--- src/rtl/qnigma_inet_cks_if.sv ---
// qnigma_inet_cks_if: payload, control and result signals of the checksum engine.
// master = packet source / result consumer, slave = checksum engine.
// QNIGMA_CKS_VERIFY_EN adds the cks_ok receive-verify flag.
interface qnigma_inet_cks_if #(
  parameter int W_BYTES = 2,
  parameter int ACC_W   = 32
);
  logic                   clr;
  logic [15:0]            seed;
  logic                   vin;
  logic [8*W_BYTES-1:0]   din;
  logic [W_BYTES-1:0]     kin;
  logic                   lst;
  logic                   ful;
  logic                   bsy;
  logic [ACC_W-1:0]       sum;
  logic [15:0]            cks;
  logic                   cks_val;
`ifdef QNIGMA_CKS_VERIFY_EN
  logic                   cks_ok;

  modport master (
    output clr, seed, vin, din, kin, lst, ful,
    input  bsy, sum, cks, cks_val, cks_ok
  );
  modport slave (
    input  clr, seed, vin, din, kin, lst, ful,
    output bsy, sum, cks, cks_val, cks_ok
  );
`else
  modport master (
    output clr, seed, vin, din, kin, lst, ful,
    input  bsy, sum, cks, cks_val
  );
  modport slave (
    input  clr, seed, vin, din, kin, lst, ful,
    output bsy, sum, cks, cks_val
  );
`endif
endinterface

--- src/rtl/qnigma_inet_cks.sv ---
// qnigma_inet_cks: RFC 1071 ones-complement checksum engine.
// Sums W_BYTES bytes per beat with packet-position byte placement, folds
// carries in two cycles, then strobes ~folded sum on cks/cks_val.
// Optional macro QNIGMA_CKS_VERIFY_EN adds registered cks_ok (folded == FFFF).

// One byte lane: places a kept byte in the high or low half of a 16-bit word.
module qnigma_inet_cks_lane (
  input  logic [7:0]  byt,
  input  logic        keep,
  input  logic        odd,
  output logic [15:0] word
);
  // even packet position -> high byte, odd -> low byte, dropped byte -> 0
  always_comb begin
    word = 16'h0000;
    if (keep) word = odd ? {8'h00, byt} : {byt, 8'h00};
  end
endmodule

module qnigma_inet_cks #(
  parameter int W_BYTES = 2,
  parameter int ACC_W   = 32
) (
  input logic             clk,
  input logic             rst,
  qnigma_inet_cks_if.slave bus
);
  localparam logic [1:0] ST_ACC   = 2'd0;
  localparam logic [1:0] ST_FOLD1 = 2'd1;
  localparam logic [1:0] ST_FOLD2 = 2'd2;
  localparam logic [1:0] ST_DONE  = 2'd3;

  logic [1:0]                 state;
  logic [ACC_W-1:0]           acc;
  logic                       par;       // 1 = next byte lands at odd position
  logic [15:0]                cks_q;
  logic                       cks_val_q;

  logic                       bsy;
  logic                       acc_in;
  logic                       par_base;
  logic                       nxt_par;
  logic [W_BYTES-1:0][7:0]    lane_byt;
  logic [W_BYTES-1:0]         lane_keep;
  logic [W_BYTES-1:0]         lane_odd;
  logic [W_BYTES-1:0][15:0]   lane_word;
  logic [ACC_W-1:0]           beat_sum;
  logic [ACC_W-1:0]           fold;

  // parity of the keep bits in lanes below n (lane 0 is the first wire byte)
  function automatic logic pre_par(input logic [W_BYTES-1:0] k, input int n);
    logic r;
    r = 1'b0;
    for (int j = 0; j < W_BYTES; j++)
      if (j < n) r = r ^ k[j];
    return r;
  endfunction

  assign bsy    = (state != ST_ACC);
  assign acc_in = bus.vin && !bus.ful && !bsy;

  // a clr beat starts a fresh packet, so its first byte is at even position
  assign par_base = bus.clr ? 1'b0 : par;
  assign nxt_par  = par_base ^ (^lane_keep);

  generate
    for (genvar i = 0; i < W_BYTES; i++) begin : g_lane
      assign lane_byt[i]  = bus.din[8*W_BYTES-1-8*i -: 8];
      assign lane_keep[i] = bus.kin[W_BYTES-1-i];
      assign lane_odd[i]  = par_base ^ pre_par(lane_keep, i);

      qnigma_inet_cks_lane u_lane (
        .byt  (lane_byt[i]),
        .keep (lane_keep[i]),
        .odd  (lane_odd[i]),
        .word (lane_word[i])
      );
    end
  endgenerate

  // all lanes of a beat are added in one cycle
  always_comb begin
    beat_sum = '0;
    for (int i = 0; i < W_BYTES; i++)
      beat_sum = beat_sum + ACC_W'(lane_word[i]);
  end

  // end-around carry fold; two passes always fit the result in 16 bits
  assign fold = ACC_W'(acc[15:0]) + ACC_W'(acc[ACC_W-1:16]);

  // packet FSM: accumulate, fold twice, publish; clr restarts from any state
  always_ff @(posedge clk) begin
    if (rst) begin
      state     <= ST_ACC;
      acc       <= '0;
      par       <= 1'b0;
      cks_q     <= 16'hFFFF;
      cks_val_q <= 1'b0;
    end else begin
      cks_val_q <= 1'b0;
      if (bus.clr) begin
        // a result already folded in DONE is still published
        if (state == ST_DONE) begin
          cks_q     <= ~acc[15:0];
          cks_val_q <= 1'b1;
        end
        acc   <= ACC_W'(bus.seed) + (acc_in ? beat_sum : '0);
        par   <= acc_in ? nxt_par : 1'b0;
        state <= (acc_in && bus.lst) ? ST_FOLD1 : ST_ACC;
      end else begin
        case (state)
          ST_ACC: begin
            if (acc_in) begin
              acc <= acc + beat_sum;
              par <= nxt_par;
              if (bus.lst) state <= ST_FOLD1;
            end
          end
          ST_FOLD1: begin
            acc   <= fold;
            state <= ST_FOLD2;
          end
          ST_FOLD2: begin
            acc   <= fold;
            state <= ST_DONE;
          end
          ST_DONE: begin
            cks_q     <= ~acc[15:0];
            cks_val_q <= 1'b1;
            state     <= ST_ACC;
          end
          default: state <= ST_ACC;
        endcase
      end
    end
  end

  assign bus.bsy     = bsy;
  assign bus.sum     = acc;
  assign bus.cks     = cks_q;
  assign bus.cks_val = cks_val_q;

`ifdef QNIGMA_CKS_VERIFY_EN
  logic ok_q;

  // received packet is valid when its folded sum is all ones
  always_ff @(posedge clk) begin
    if (rst)                    ok_q <= 1'b0;
    else if (state == ST_DONE)  ok_q <= (acc[15:0] == 16'hFFFF);
    else if (bus.clr)           ok_q <= 1'b0;
  end

  assign bus.cks_ok = ok_q;
`endif
endmodule

--- src/flat_wrapper.sv ---
// flat-port wrapper written by rule: the top's interface ports become plain ports
module qnigma_inet_cks_flat 
#(
  parameter int W_BYTES = 2,
  parameter int ACC_W   = 32
)
  (clk, rst, bus_clr, bus_seed, bus_vin, bus_din, bus_kin, bus_lst, bus_ful, bus_bsy, bus_sum, bus_cks, bus_cks_val);
  qnigma_inet_cks_if #(.W_BYTES(W_BYTES), .ACC_W(ACC_W)) bus_i ();
  input logic clk;
  input logic rst;
  input wire logic [$bits(bus_i.clr)-1:0] bus_clr;
  input wire logic [$bits(bus_i.seed)-1:0] bus_seed;
  input wire logic [$bits(bus_i.vin)-1:0] bus_vin;
  input wire logic [$bits(bus_i.din)-1:0] bus_din;
  input wire logic [$bits(bus_i.kin)-1:0] bus_kin;
  input wire logic [$bits(bus_i.lst)-1:0] bus_lst;
  input wire logic [$bits(bus_i.ful)-1:0] bus_ful;
  output wire logic [$bits(bus_i.bsy)-1:0] bus_bsy;
  output wire logic [$bits(bus_i.sum)-1:0] bus_sum;
  output wire logic [$bits(bus_i.cks)-1:0] bus_cks;
  output wire logic [$bits(bus_i.cks_val)-1:0] bus_cks_val;
  assign bus_i.clr = bus_clr;
  assign bus_i.seed = bus_seed;
  assign bus_i.vin = bus_vin;
  assign bus_i.din = bus_din;
  assign bus_i.kin = bus_kin;
  assign bus_i.lst = bus_lst;
  assign bus_i.ful = bus_ful;
  assign bus_bsy = bus_i.bsy;
  assign bus_sum = bus_i.sum;
  assign bus_cks = bus_i.cks;
  assign bus_cks_val = bus_i.cks_val;
  qnigma_inet_cks #(.W_BYTES(W_BYTES), .ACC_W(ACC_W)) u_core (.clk(clk), .rst(rst), .bus(bus_i));
endmodule
--- config.mk ---
export PLATFORM = sky130hd
export DESIGN_NAME = qnigma_inet_cks_flat
export DESIGN_NICKNAME = d
export VERILOG_FILES = /design/src/rtl/qnigma_inet_cks_if.sv /design/src/rtl/qnigma_inet_cks.sv /design/src/flat_wrapper.sv
export SDC_FILE = /design/constraint.sdc
export NUM_CORES = 1
export LEC_CHECK = 0
export CAP_MARGIN = 20
export CORE_MARGIN = 3
export CORE_UTILIZATION = 55
export CTS_BUF_LIST = sky130_fd_sc_hd__clkbuf_8 sky130_fd_sc_hd__clkbuf_16
export CTS_CLUSTER_DIAMETER = 30
export DETAILED_ROUTE_END_ITERATION = 8
export PLACE_DENSITY = 0.94
export SLEW_MARGIN = 20
export SYNTH_ARGS = -nofsm -noshare
export SYNTH_HDL_FRONTEND = slang
export SYNTH_SLANG_ARGS = --single-unit
--- constraint.sdc ---
create_clock -name clk -period 9.1 [get_ports clk]
set_clock_uncertainty 0.15 [all_clocks]
set_input_delay 2.275 -clock clk [delete_from_list [all_inputs] [get_ports clk]]
set_output_delay 2.275 -clock clk [all_outputs]
set_load 0.05 [all_outputs]
==> reports/metrics.yaml <==
sta:
  fin_crit_ns: 7.761
  grt_setup_unrepaired: "false"
  maxSlewViolCount: 0
  final.period_utilization: 0.8528
  max_freq_mhz: 128.9
  hold_ws_ns: 0.3430
  finalSetupViolations: 0
  worst_pin_slew_ns: 0.9202
  setup_slack_ns: 1.339
  fin_tns_setup_ns: 0
  relSlewSlack: 0.3865
  hold_violations: 0
synth:
  synth_cells: 743
  synth_top_area_cell: "dfxtp_1"
  ys_warn_count: 0
  synth.distinct_cells: 65
  synth_top_area_share: 0.1833
  synth_compound_area_frac: 0.2805
  synth_top_family_by_area: "compound AO/OA/AOI/OAI gates"
  ys_ff_latch: 52
  synth_area_mm2: 0.005679
  synth_edf_count: 0
  synth_fa_ha_area_frac: 0.1639
  synth_fp_nets: 855
  async_flop_share: 0
  synth_mux_area_frac: 0.007050
  synth_xor_area_frac: 0.08174
  synth-simple-area-share: 0.2512
  synth-seq-area-share: 0.1833
  ys_top_cells_by_area: "dfxtp_1 (18%), ha_1 (15%), a21oi_1 (5.6%)"
  synth-main-ff-cell: "dfxtp_1"
  syn_avg_cell_area_um2: 7.644
  synth_commonest_cells: "ha_1 (68), a21oi_1 (63), o21ai_0 (60), nand2_1 (59), dfxtp_1 (52)"
  synthMostInstantiatedCell: "ha_1"
setup_path:
  critical_path_class: "in2reg"
  critPathLaunch: "bus_clr"
  slowest_stage: "clkdlybuf4s50_1"
  reg2reg_depth: 23
  path_cells: "clkdlybuf4s50_1 -> nor2b_1 -> buf_4 -> xnor2_1 -> nor2b_1 -> and2_1 -> ha_1 -> fa_1 -> a211oi_2 -> o21bai_1 -> a21oi_2 -> o21bai_1 -> a21oi_1 -> o21ai_0 -> xor2_1 -> ha_1 -> a21oi_2 -> nand2_1 -> nor4b_2 -> o31ai_1 -> a21oi_2 -> nor3b_1 -> xnor2_1 -> nor2_1"
  cp.depth: 24
  timing.critical_path.to: "u_core.bus.sum[25]"
  cp_top_family: "compound AO/OA/AOI/OAI gates"
  worstReg2RegEnd: "u_core.bus.sum[25]"
  required_ns: 9.14
  crit_buf_inv: 2
  crit_path_frequent_cell: "a21oi_2"
  slowest_delay_ns: 0.55
  worstPathMaxFanout: 12
  crit_arrival_ns: 7.80
  timing.rr.start: "u_core.par"
  reg2reg_slack_ns: 3.50
  crit_path_end_kind: "register"
  worstSetupStartpointType: "input port"
layout:
  fin_nets: 931
  drive_above_1_share: 0.04146
  area_growth_pct: 19.59
  seqCellArea_mm2: 0.001041
  multi_input_area_mm2: 0.004454
  num_antenna_cells: 0
  nFillCells: 815
  fin_area_mm2: 0.006792
floorplan:
  die_h_um: 107.6
  core_area_mm2: 0.009910
  die_w_um: 107.6
  io_pins: 90
  initial_core_util: 0.5731
  dieArea_mm2: 0.01158
  row_count: 36
global_routing:
  grt_pass1_wl_um: 25560
  grt_max_degree: 43
  grt_usage: 0.2681
  grt_pass1_vias: 5534
  antenna_found_initial: 0
  gr-total-overflow: 0
pwr:
  cellPowerDensity_mw_per_mm2: 104.0
  clock_power_share: 0.234
  intPower_mw: 0.4364
  switching_power_mw: 0.2696
  switching_share: 0.3819
  p_leak_nw: 2.973
  power_frac_seq: 0.360
  p_comb_frac: 0.406
  ir_drop_v: 0.00007238
drt:
  via_per_inst: 6.112
  wl_met3_um: 1143
  remaining_drc_errors: 0
  wirelength_met1_um: 6530
  drtIter0Drc: 410
  vias: 5825
  routed_wl_um: 15530
  top_layer: "met4"
  ant_nets: 0
  wl_per_cell_um: 16.30
  drt_pass1_iterations: 5
  wl_met2_um: 7405
status:
  status: "finished, final reports clean"
placed_design:
  portBuffers: 89
  place_hpwl_um: 12340
  gp_congestion: 0.9673
  pre_cts_ws_ns: 1.134
  dpl-instance-area_mm2: 0.006676
clock_network:
  cts_tree: "done"
  htreeDepth: 2
  worst_setup_hold_path_clk_slew_ns: 0.10
  holdBufCountCts: 0
  clk_path_buf_depth: 2
  cts_setup_buffers: 0
  cts_resized: 0
  cts_root_buffer: "clkbuf_8"
  clock_latency_ns: 0.32
  numCtsBuffers: 5
  cts.sinks: 52
hold_path:
  worstHoldPathType: "reg2reg"
  worstHoldStart: "u_core.bus.cks[0]"
run:
  max_cap_violations: 0
-- worst min-delay path: stages, from the launching register on --
cell and delay (ns):
dfxtp_1 0.34, o21ai_0 0.07, nand2b_1 0.06
-- registers in the layout (all words and copies together) (netlist names) --
name / count
u_core.state: 2
u_core.bus.cks: 16
u_core.bus.cks_val: 1
u_core.bus.sum: 32
u_core.par: 1
-- metal layers --
layer  GRT usage  vias to the layer above
met2      0.4663                      243
met3     0.03359                       42
met5           0                        -
met1      0.3390                     2672
met4     0.09558                        0
li1            -                     2868
-- power by group through the flow --
stage	clock (mW)	combinational [mW]	sequential [mW]
after floorplan	0	0.175	0.282
after detailed placement	0	0.281	0.259
after global placement	0	0.276	0.259
final	0.165	0.286	0.254
after global routing	0.174	0.313	0.256
after CTS	0.167	0.283	0.254
-- cell usage in the layout (no fill, tap or decap), types with 5 or more instances in the layout --
| cell | instances |
|---|---|
| a211oi_1 | 14 |
| a21o_1 | 22 |
| a21oi_1 | 63 |
| a31oi_1 | 12 |
| and2_1 | 35 |
| and3_1 | 21 |
| clkbuf_8 | 5 |
| clkdlybuf4s50_1 | 89 |
| dfxtp_1 | 52 |
| ha_1 | 68 |
| inv_1 | 25 |
| nand2_1 | 59 |
| nand2b_1 | 24 |
| nand3_1 | 14 |
| nand4_1 | 7 |
| nor2_1 | 43 |
| nor2b_1 | 10 |
| nor3_1 | 25 |
| o211ai_1 | 12 |
| o21a_1 | 7 |
| o21ai_0 | 60 |
| o21ai_1 | 5 |
| o21bai_1 | 12 |
| or3_1 | 13 |
| xnor2_1 | 31 |
| xor2_1 | 22 |
-- metrics by stage --
stage	cells	util	power, mW
4_1_cts	953	0.6854	0.7033
2_1_floorplan	743	-	0.4577
6_report	953	0.6854	0.7060
5_1_grt	953	0.6854	0.7434
3_5_place_dp	945	0.6737	0.5400
3_3_place_gp	945	0.6737	0.5346
-- logic make-up (layout without fill, tap and decap cells) --
| group | count (synthesis) | count (layout) |
|---|---|---|
| multiplexers | 4 | 4 |
| adder cells (fa/ha/maj) | 72 | 72 |
| AO/OA/AOI/OAI | 243 | 243 |
| AND/OR/NAND/NOR | 270 | 270 |
| buffers and inverters | 49 | 126 |
| XOR/XNOR | 53 | 53 |
| flip-flops | 52 | 52 |
-- how the worst min path moves through the flow --
| stage | endpoint | depth (start not counted) |
|---|---|---|
| finish | u_core.bus.cks[0] | 2 |
| CTS | u_core.bus.cks[0] | 2 |
| global placement | u_core.bus.cks[3] | 2 |
| global route | u_core.bus.cks[0] | 2 |
| floorplan | u_core.state[1] | 2 |
| detailed placement | u_core.bus.cks[0] | 2 |
-- cell type report --
type,instances,share of cell area
well taps,133,0.02450
inverters,25,0.01382
multi-input cells,642,0.6559
clock inverters,3,0.006817
clock buffers,5,0.01013
flip-flops and latches,52,0.1533
repair buffers,93,0.1356
No activity file was read; power rests on OpenSTA's default activity.
